### src/rtl/vga_pixel_fetch.sv
// vga_pixel_fetch: fetches frame-buffer samples three pixels ahead of the VGA counters
// and emits colour-moded pixels aligned with the displayed coordinate.
module vga_pixel_fetch #(
    parameter int          IMG_W  = 320,
    parameter int          IMG_H  = 240,
    parameter int          X0     = 160,
    parameter int          Y0     = 120,
    parameter int          ADDR_W = 17,
    parameter logic [23:0] BORDER = 24'h202020
) (
    input  logic              clk,
    input  logic              rst,
    input  logic [9:0]        hcount,
    input  logic [9:0]        vcount,
    input  logic [1:0]        mode,
    input  logic [7:0]        thr,
    output logic [ADDR_W-1:0] mem_addr,
    output logic              mem_rd,
    input  logic [7:0]        mem_rdata,
    output logic [7:0]        final_pixel_r,
    output logic [7:0]        final_pixel_g,
    output logic [7:0]        final_pixel_b,
    output logic              frame_start
);
    typedef enum logic [1:0] {C_BLANK, C_BORDER, C_WIN} cls_t;

    localparam logic [9:0] XL = 10'(X0);
    localparam logic [9:0] XH = 10'(X0 + IMG_W);
    localparam logic [9:0] YL = 10'(Y0);
    localparam logic [9:0] YH = 10'(Y0 + IMG_H);

    logic [10:0]       xs;
    logic [9:0]        xa, ya;
    logic              wrap, blank, win, la00;
    cls_t              cls1_d, cls1_q, cls2_q;
    logic [ADDR_W-1:0] mem_addr_d, mem_addr_q, addr_cnt_d, addr_cnt_q;
    logic              mem_rd_d, mem_rd_q, fs_d, fs_q;
    logic [1:0]        act_mode_d, act_mode_q;
    logic [7:0]        act_thr_d, act_thr_q, thr_hit;
    logic [23:0]       win_pix, pix_d, pix_q;

    always_comb begin
        xs    = {1'b0, hcount} + 11'd3;
        wrap  = xs >= 11'd800;
        xa    = wrap ? 10'(xs - 11'd800) : xs[9:0];
        ya    = wrap ? (vcount == 10'd524 ? 10'd0 : vcount + 10'd1) : vcount;
        blank = xa >= 10'd640 || ya >= 10'd480;
        win   = xa >= XL && xa < XH && ya >= YL && ya < YH;
        la00  = xa == 10'd0 && ya == 10'd0;
        cls1_d = blank ? C_BLANK : (win ? C_WIN : C_BORDER);
        // Window origin forces address 0 so addressing self-aligns every frame.
        mem_addr_d = win ? ((xa == XL && ya == YL) ? '0 : addr_cnt_q) : mem_addr_q;
        addr_cnt_d = win ? mem_addr_d + ADDR_W'(1) : addr_cnt_q;
        mem_rd_d   = win;
        act_mode_d = la00 ? mode : act_mode_q;
        act_thr_d  = la00 ? thr : act_thr_q;
        fs_d       = hcount == 10'd799 && vcount == 10'd524;
        thr_hit    = mem_rdata >= act_thr_q ? 8'hFF : 8'h00;
        win_pix    = act_mode_q == 2'd0 ? {3{mem_rdata}} :
                     act_mode_q == 2'd1 ? {3{~mem_rdata}} :
                     act_mode_q == 2'd2 ? {3{thr_hit}} :
                     {mem_rdata[7:5], mem_rdata[7:5], mem_rdata[7:6],
                      mem_rdata[4:2], mem_rdata[4:2], mem_rdata[4:3],
                      {4{mem_rdata[1:0]}}};
        pix_d = cls2_q == C_WIN ? win_pix : (cls2_q == C_BORDER ? BORDER : 24'h0);
    end

    always_ff @(posedge clk or posedge rst) begin
        if (rst) begin
            mem_addr_q <= '0;
            addr_cnt_q <= '0;
            mem_rd_q   <= 1'b0;
            cls1_q     <= C_BLANK;
            cls2_q     <= C_BLANK;
            act_mode_q <= 2'd0;
            act_thr_q  <= 8'd0;
            pix_q      <= 24'h0;
            fs_q       <= 1'b0;
        end else begin
            mem_addr_q <= mem_addr_d;
            addr_cnt_q <= addr_cnt_d;
            mem_rd_q   <= mem_rd_d;
            cls1_q     <= cls1_d;
            cls2_q     <= cls1_q;
            act_mode_q <= act_mode_d;
            act_thr_q  <= act_thr_d;
            pix_q      <= pix_d;
            fs_q       <= fs_d;
        end
    end

    assign mem_addr      = mem_addr_q;
    assign mem_rd        = mem_rd_q;
    assign final_pixel_r = pix_q[23:16];
    assign final_pixel_g = pix_q[15:8];
    assign final_pixel_b = pix_q[7:0];
    assign frame_start   = fs_q;
endmodule

### config.mk
export PLATFORM = sky130hd
export DESIGN_NAME = vga_pixel_fetch
export DESIGN_NICKNAME = d
export VERILOG_FILES = /design/src/rtl/vga_pixel_fetch.sv
export SDC_FILE = /design/constraint.sdc
export NUM_CORES = 1
export LEC_CHECK = 0
export ABC_AREA = 1
export CORE_ASPECT_RATIO = 1.75
export CORE_MARGIN = 4
export CORE_UTILIZATION = 55
export CTS_BUF_LIST = sky130_fd_sc_hd__clkbuf_8
export DETAILED_ROUTE_END_ITERATION = 8
export GPL_ROUTABILITY_DRIVEN = 0
export PLACE_DENSITY = 0.83
export SLEW_MARGIN = 40
export SYNTH_ARGS = -nofsm -noshare
export SYNTH_HDL_FRONTEND = slang
export SYNTH_SLANG_ARGS = --single-unit
### constraint.sdc
create_clock -name clk -period 2.8 [get_ports clk]
set_clock_uncertainty 0.1 [all_clocks]
set_input_delay 0.42 -clock clk [delete_from_list [all_inputs] [get_ports clk]]
set_output_delay 0.42 -clock clk [all_outputs]
set_load 0.005 [all_outputs]
==> metrics.md, run 1 <==
| Metric | Value |
|---|---|
| Die Ht | `roughly 130 µm` |
| Pin count of the biggest net entering global routing | `50` |
| Crit. endpoint post-GRT repair | `addr_cnt_q[9]$_DFFE_PP0N_/D` |
| Yosys warning count | `0` |
| Post-synth top cells | `nand2_1, inv_1, dfrtp_1, nor2_1, nand3_1` |
| Place WS | `-1.290 ns` |
| Post-Syn Instances | `601` |
| FP Rows | `44` |
| Post-Syn Area per Cell | `just under 8 µm²` |
| Status | `did not finish` |
| Sequential share of the synthesized area | `between 30% and 40%` |
| Synth top area cells | `dfrtp_1, nand2_1, inv_1` |
| Clock root buffer | `clkbuf_8` |
| Starting density of the core | `a little under three fifths` |
| Max clock buf depth | `2` |
| H-tree depth | `3` |
| Post-synth top area cell | `dfrtp_1` |
| Number of synthesized flops with an enable pin | `0` |
| Top-count cell post-synth | `nand2_1` |
| TritonCTS Buffers | `9` |
| Error Message | `[ERROR DPL-0038] Utilization greater than 100%, impossible to legalize` |
| Register bit total from synthesis | `74` |
| Halt Stage | `global routing (5_1_grt)` |
| CTS Sinks | `74` |
| DP HPWL | `10060 µm` |
| Synth async-reset ratio | `100.0%` |
| Yosys cell types | `40` |
| Post-synth top flop | `dfrtp_1` |
| Ports | `83` |
| Kind of the worst endpoint | `register data pin` |
| Port Buffers | `82` |
| Syn_nets | `656` |
| Yosys top cell area share | `39.75%` |
| Syn Std Cell Area | `4658 µm²` |
| DIE WIDTH | `77.57 µm` |
==> stage by stage <==
step                      cell area, µm²  hold WS [ns]  cells  util [%]
after CTS                           7791        0.2555    940     94.35
after global placement              6410        0.2341    865     77.62
after detailed placement            6410        0.2372    865     77.62
after floorplan                     4745        0.2312    601         -
==> logic make-up after synthesis <==
family / Yosys count / synth area share [%]
muxes: 10 / 2.417
AOI/OAI and AO/OA: 63 / 7.789
adders and majority gates: 15 / 4.029
DFF: 74 / 39.75
buffers and inverters: 96 / 8.729
xor gates and xnor gates: 17 / 3.196
and+or+nand+nor: 326 / 34.09
==> repair_timing <==
item                       4_1_cts
gates resized for setup        192
setup endpoints to repair       54
hold buffers                     0
gates cloned                     7
pin swaps                       84
buffers inserted                54
==> run 2, diff against run 1 <==
--- a/config.mk
+++ b/config.mk
@@ -6,13 +6,11 @@
 export NUM_CORES = 1
 export LEC_CHECK = 0
 export ABC_AREA = 1
-export CORE_ASPECT_RATIO = 1.75
 export CORE_MARGIN = 4
-export CORE_UTILIZATION = 55
-export CTS_BUF_LIST = sky130_fd_sc_hd__clkbuf_8
+export CORE_UTILIZATION = 40
 export DETAILED_ROUTE_END_ITERATION = 8
 export GPL_ROUTABILITY_DRIVEN = 0
-export PLACE_DENSITY = 0.83
+export PLACE_DENSITY_LB_ADDON = 0.15
 export SLEW_MARGIN = 40
 export SYNTH_ARGS = -nofsm -noshare
 export SYNTH_HDL_FRONTEND = slang
==> metrics.md, run 2 <==
| Metric | Value |
|---|---|
| Final Hold Viols | `0` |
| TritonCTS Buffers | `9` |
| DR top layer | `met4` |
| Post-Syn Instances | `601` |
| CTS Sinks | `74` |
| Pleak | `3.733 nW` |
| DR vias/cell | `about 4.9` |
| Post-Layout Cell Count | `972` |
| Pin count of the biggest net entering global routing | `30` |
| Vias in the first global route | `4729` |
| Fin worst setup slack | `-0.4256 ns` |
| FP Rows | `39` |
| Largest Register | `pix_q` |
| GRT Util Overall | `around a fifth` |
| First-pass GRT wire length | `about 21000 µm` |
| Syn_nets | `between 600 and 700` |
| Critical Path Sink Type | `flop` |
| H-tree depth | `3` |
| Initial antenna violation count | `0` |
| Die Ht | `115.9 µm` |
| Max-cap viol count | `0` |
| Max Slew Vio Count | `0` |
| Routed len/inst | `13.72 µm` |
| Worst vdd ir | `about 470 µV` |
| First-pass DRT Iterations | `6` |
| Post-synth top flop | `dfrtp_1` |
| Vias | `between 4000 and 5000` |
| WHS | `~0.25 ns` |
| Register bit total from synthesis | `74` |
| Total Wirelength | `13340 µm` |
| Multi-input logic area | `approximately 2900 µm²` |
| Port Buffers | `82` |
| Failing checks | `negative setup slack` |
| Hold Crit Class | `reg2reg` |
| Pwr Density | `roughly 510 nW/µm²` |
| Max Freq | `between 0.3 and 0.4 GHz` |
| Fillers | `roughly 940` |
| Yosys top cell area share | `between 30% and 40%` |
| Arr. time, crit path | `around 3.4 ns` |
| DR iter-0 viols | `178` |
| Max clock buf depth | `2` |
| CTS tree | `built` |
| Core area | `approximately 11000 µm²` |
| Max reg flops | `24` |
| Final setup vio count | `37` |
| Post-Syn Area per Cell | `just under 8 µm²` |
| Slew headroom | `around three fifths` |
| Yosys warning count | `0` |
| Status | `finished with violations` |
| Unrepaired setup endpoints after global routing | `true` |
| Most frequent cells in the layout | `nand2_1, buf_4, dfrtp_1` |
| Final period util | `115.2%` |
| Die Area | `13440 µm²` |
| Top-count cell post-synth | `nand2_1` |
| Yosys cell types | `40` |
| Place WS | `-1.295 ns` |
| Tightest Pin Transition | `between 0.6 and 0.7 ns` |
| Register area | `approximately 1900 µm²` |
| Sequential share of the synthesized area | `39.75%` |
| Final worst path period need | `~3.2 ns` |
| DRC | `0` |
| CP most frequent cell | `nand2_2` |
| Syn Std Cell Area | `about 4700 µm²` |
| Wl on met1 | `between 5000 and 6000 µm` |
| Nets | `between 800 and 900` |
| Clock Pin Slew Worst Setup and Hold Paths | `0.06 ns` |
| Placed cell count | `approximately 900` |
| Post-synth top cells | `nand2_1, inv_1, dfrtp_1, nor2_1, nand3_1` |
| Met3 wire len | `roughly 570 µm` |
| Area delta synth->final | `61.29%` |
| Clock root buffer | `clkbuf_16` |
| Top fanout value on the critical path | `8` |
| Slowest stage delay, CP | `between 0.2 and 0.3 ns` |
| CP max-delay cell | `nor2_4` |
| Layout cells sized above 1 | `38.00%` |
| Critical path class | `in2reg` |
| Starting density of the core | `approximately 41%` |
| DIE WIDTH | `around 120 µm` |
| Req. time, crit path | `approximately 2.9 ns` |
| Ant diodes | `0` |
| DP HPWL | `around 9600 µm` |
| Synth async-reset ratio | `100.0%` |
| Setup crit start kind | `input port` |
| Post-synth top area cell | `dfrtp_1` |
| Post-cts hold buffer count | `0` |
| Synth top area cells | `dfrtp_1, nand2_1, inv_1` |
| Number of synthesized flops with an enable pin | `0` |
| Antenna Violating Nets Remaining | `0` |
| Ports | `just over 80` |
| Gr ovfl total | `0` |
| Clk_lat worst skew | `roughly 0.33 ns` |
| Met2 wire len | `about 6900 µm` |
==> run 2: cell counts after synthesis <==
Identical to the previous run, type by type.
==> run 2: where the power goes <==
group          switching (mW)  leakage [nW]  total, mW  internal [mW]
Combinational           0.682          2.60       1.44          0.763
Clock                   0.415         0.138       1.10          0.682
Sequential             0.0859         0.993       1.30           1.21
Total                    1.18          3.73       3.84           2.66
==> run 2: path summary, 6_finish.rpt <==
check,start,endpoint,slack (ns),cells past startpoint
worst max-delay path,hcount[1],addr_cnt_q[14]$_DFFE_PP0N_,-0.43,29
worst min-delay path,cls1_q[1]$_DFF_PP0_,cls2_q[1]$_DFF_PP0_,0.25,0
worst max register to register,act_thr_q[0]$_DFFE_PP0P_,pix_q[1]$_DFF_PP0_,0.46,13
worst min register to register,cls1_q[1]$_DFF_PP0_,cls2_q[1]$_DFF_PP0_,0.25,0
max in group asynchronous,rst,pix_q[16]$_DFF_PP0_,1.68,3
min in group asynchronous,rst,pix_q[11]$_DFF_PP0_,0.35,2
==> run 2: layout make-up <==
class	instances	area share, %
Clock buffer	10	3.047
Multi-Input combinational cell	434	38.32
Timing Repair Buffer	221	26.31
Clock inverter	5	0.7494
Sequential cell	74	24.65
Inverter	85	4.546
Tap cell	143	2.381
==> run 2: layer usage <==
metal	up-vias	global-route usage, %
met1	2232	24.18
met3	27	2.820
met4	0	7.502
li1	2384	-
met2	123	35.37
met5	-	0
==> run 2: per-stage QoR <==
stage	power (mW)	utilization (%)	setup TNS [ns]	cell area, µm²
4_1_cts	3.760	62.50	-5.203	7137
6_report	3.838	65.80	-6.882	7513
3_3_place_gp	2.506	56.87	-42.35	6494
2_1_floorplan	1.856	-	-5.204	4745
3_5_place_dp	2.523	56.87	-49.02	6494
5_1_grt	4.063	65.80	-14.30	7513
==> run 2: cells by family after synthesis <==
kind of cell	synth area share, %
XOR/XNOR	3.196
buffers and inverters	8.729
AND/OR/NAND/NOR	34.09
multiplexers	2.417
AO/OA/AOI/OAI	7.789
adder cells (fa/ha/maj)	4.029
flip-flops	39.75
==> run 2: what timing repair did <==
item,CTS,global route
buffers inserted,18,14
pin swaps,40,47
gates cloned,2,2
setup endpoints to repair,49,70
resized for setup,90,86
==> run 2: critical path: cells and delay by family <==
family | cells | cell delay (ns)
buf+inv | 8 | 0.79
fa+ha+maj | 2 | 0.33
simple gates | 19 | 1.76
(Power assumes the default switching activity.)
==> run 3, diff against run 2 <==
--- a/config.mk
+++ b/config.mk
@@ -6,8 +6,10 @@
 export NUM_CORES = 1
 export LEC_CHECK = 0
 export ABC_AREA = 1
+export CELL_PAD_IN_SITES_DETAIL_PLACEMENT = 1
+export CELL_PAD_IN_SITES_GLOBAL_PLACEMENT = 1
 export CORE_MARGIN = 4
-export CORE_UTILIZATION = 40
+export CORE_UTILIZATION = 30
 export DETAILED_ROUTE_END_ITERATION = 8
 export GPL_ROUTABILITY_DRIVEN = 0
 export PLACE_DENSITY_LB_ADDON = 0.15
==> constraint.sdc (replaced) <==
create_clock -name clk -period 2.8 [get_ports clk]
set_clock_uncertainty 0.1 [all_clocks]
set_input_delay 0.42 -clock clk [delete_from_list [all_inputs] [get_ports clk]]
set_output_delay 0.42 -clock clk [all_outputs]
set_load 0.1 [all_outputs]
==> metrics.md, run 3 (same netlist as run 2, synthesis figures left out) <==
| Metric | Value |
|---|---|
| Post-cts hold buffer count | `0` |
| Layout cells sized above 1 | `between 40% and 50%` |
| Critical path class | `in2reg` |
| CTS tree | `built` |
| Place WS | `-1.417 ns` |
| TritonCTS Buffers | `9` |
| Nets | `921` |
| DR vias/cell | `4.814` |
| Top Family by Delay on Critical Path | `simple AND/OR/NAND/NOR gates` |
| FP Rows | `45` |
| Worst vdd ir | `832.3 µV` |
| Final worst path period need | `between 3 and 4 ns` |
| Crit path from | `hcount[1]` |
| Vias | `5098` |
| Slowest stage delay, CP | `about 0.2 ns` |
| Failing checks | `negative setup slack` |
| Tightest Pin Transition | `between 0.5 and 0.6 ns` |
| CP most frequent cell | `nand2_2` |
| Arr. time, crit path | `between 3 and 4 ns` |
| Max reg flops | `24` |
| Top fanout value on the critical path | `8` |
| Hold Crit Class | `reg2reg` |
| Hold Crit Start | `cls1_q[0]$_DFF_PP0_` |
| Area delta synth->final | `75.18%` |
| Crit path buf inv count | `8` |
| Die Area | `~18000 µm²` |
| H-tree depth | `3` |
| Req. time, crit path | `2.96 ns` |
| Clk_lat worst skew | `between 0.3 and 0.4 ns` |
| Ant diodes | `0` |
| Final setup vio count | `40` |
| Setup crit start kind | `input port` |
| Vias in the first global route | `approximately 5600` |
| Critical Path Sink Type | `flop` |
| First-pass DRT Iterations | `4` |
| Pwr Density | `about 620 nW/µm²` |
| Initial antenna violation count | `0` |
| Commonest non-fill, non-tap cell in the layout | `buf_4` |
| Ports | `83` |
| First-pass GRT wire length | `about 28000 µm` |
| Reg2reg start | `act_thr_q[0]$_DFFE_PP0P_` |
| DP HPWL | `11810 µm` |
| Slew headroom | `between 60% and 70%` |
| Unrepaired setup endpoints after global routing | `true` |
| GRT Util Overall | `around 20%` |
| Core area | `15200 µm²` |
| Final period util | `119.0%` |
| Max Slew Vio Count | `0` |
| Starting density of the core | `between 30 and 40%` |
| PnR Total Power | `approximately 5 mW` |
| WHS | `about 0.25 ns` |
| Clock root buffer | `clkbuf_16` |
| DRC | `0` |
| Most frequent cells in the layout | `buf_4, nand2_1, dfrtp_1` |
| DR iter-0 viols | `176` |
| Fin worst setup slack | `-0.5333 ns` |
| Status | `finished with violations` |
| Total Wirelength | `17420 µm` |
| DIE WIDTH | `132.6 µm` |
| Pleak | `between 4 and 5 nW` |
| Final Hold Viols | `0` |
| CP max-delay cell | `nor2_4` |
| Die Ht | `approximately 130 µm` |
| Routed len/inst | `16.45 µm` |
| Max Freq | `0.3000 GHz` |
| Largest Register | `pix_q` |
| Clock Pin Slew Worst Setup and Hold Paths | `0.06 ns` |
| Max-cap viol count | `0` |
| Gr ovfl total | `0` |
| Fillers | `approximately 1800` |
| Pin count of the biggest net entering global routing | `30` |
| Port Buffers | `82` |
| CTS Sinks | `74` |
| Max clock buf depth | `2` |
| Antenna Violating Nets Remaining | `0` |
run 3: cell count changes in the layout (fill, tap and decap cells not counted), sizes merged:
cell	previous run	this run
buf	143	231
bufinv	1	3
clkbuf	13	11
clkdlybuf4s50	65	21
clkinv	4	2
clkinvlp	1	0
dlygate4sd2	3	1
dlymetal6s2s	6	9
inv	84	87
nand2	176	174
nand3	51	50
run 3: cell type report:
class	count	area (µm²)	area share (%)
Clock buffer	9	225.2	2.760
Inverter	85	341.6	4.186
Sequential cell	74	1852	22.69
Multi-Input combinational cell	431	3054	37.43
Tap cell	188	235.2	2.883
Timing Repair Buffer	265	2327	28.52
Clock inverter	7	125.1	1.533
run 3: repair_timing:
action	in CTS	in global routing
gates resized for setup	170	77
setup buffers	40	10
pin swaps	71	46
gates cloned	2	1
endpoints found under the setup margin	54	68
run 3: worst paths after layout:
path | to | slack (ns) | cells past startpoint
max | addr_cnt_q[6]$_DFFE_PP0N_ | -0.53 | 28
min | cls2_q[0]$_DFF_PP0_ | 0.25 | 0
max reg2reg | pix_q[13]$_DFF_PP0_ | 0.37 | 14
min reg2reg | cls2_q[0]$_DFF_PP0_ | 0.25 | 0
max in group asynchronous | addr_cnt_q[9]$_DFFE_PP0N_ | 1.48 | 3
min in group asynchronous | pix_q[4]$_DFF_PP0_ | 0.37 | 2
run 3: metrics by stage:
| step | utilization, % | cell area, µm² | cells | setup TNS (ns) |
|---|---|---|---|---|
| 2_1_floorplan | - | 4745 | 601 | -5.422 |
| 3_3_place_gp | 43.70 | 6643 | 992 | -48.04 |
| 3_5_place_dp | 43.70 | 6643 | 992 | -55.30 |
| 4_1_cts | 51.86 | 7884 | 1049 | -8.883 |
| 5_1_grt | 53.68 | 8160 | 1059 | -16.73 |
| 6_report | 53.68 | 8160 | 1059 | -10.18 |
run 3: where the power goes:
group	switching [mW]	internal [mW]	leakage (nW)
combinational	1.58	0.849	3.00
sequential	0.0945	1.21	0.993
clock	0.478	0.880	0.171
run 3: routing by layer:
metal	GRT usage, %	share of wire, %	vias to the layer above
met4	4.330	1.2	0
met3	3.688	3.0	17
li1	-	-	2463
met1	23.10	41	2532
met5	0	0	-
met2	36.76	55	86
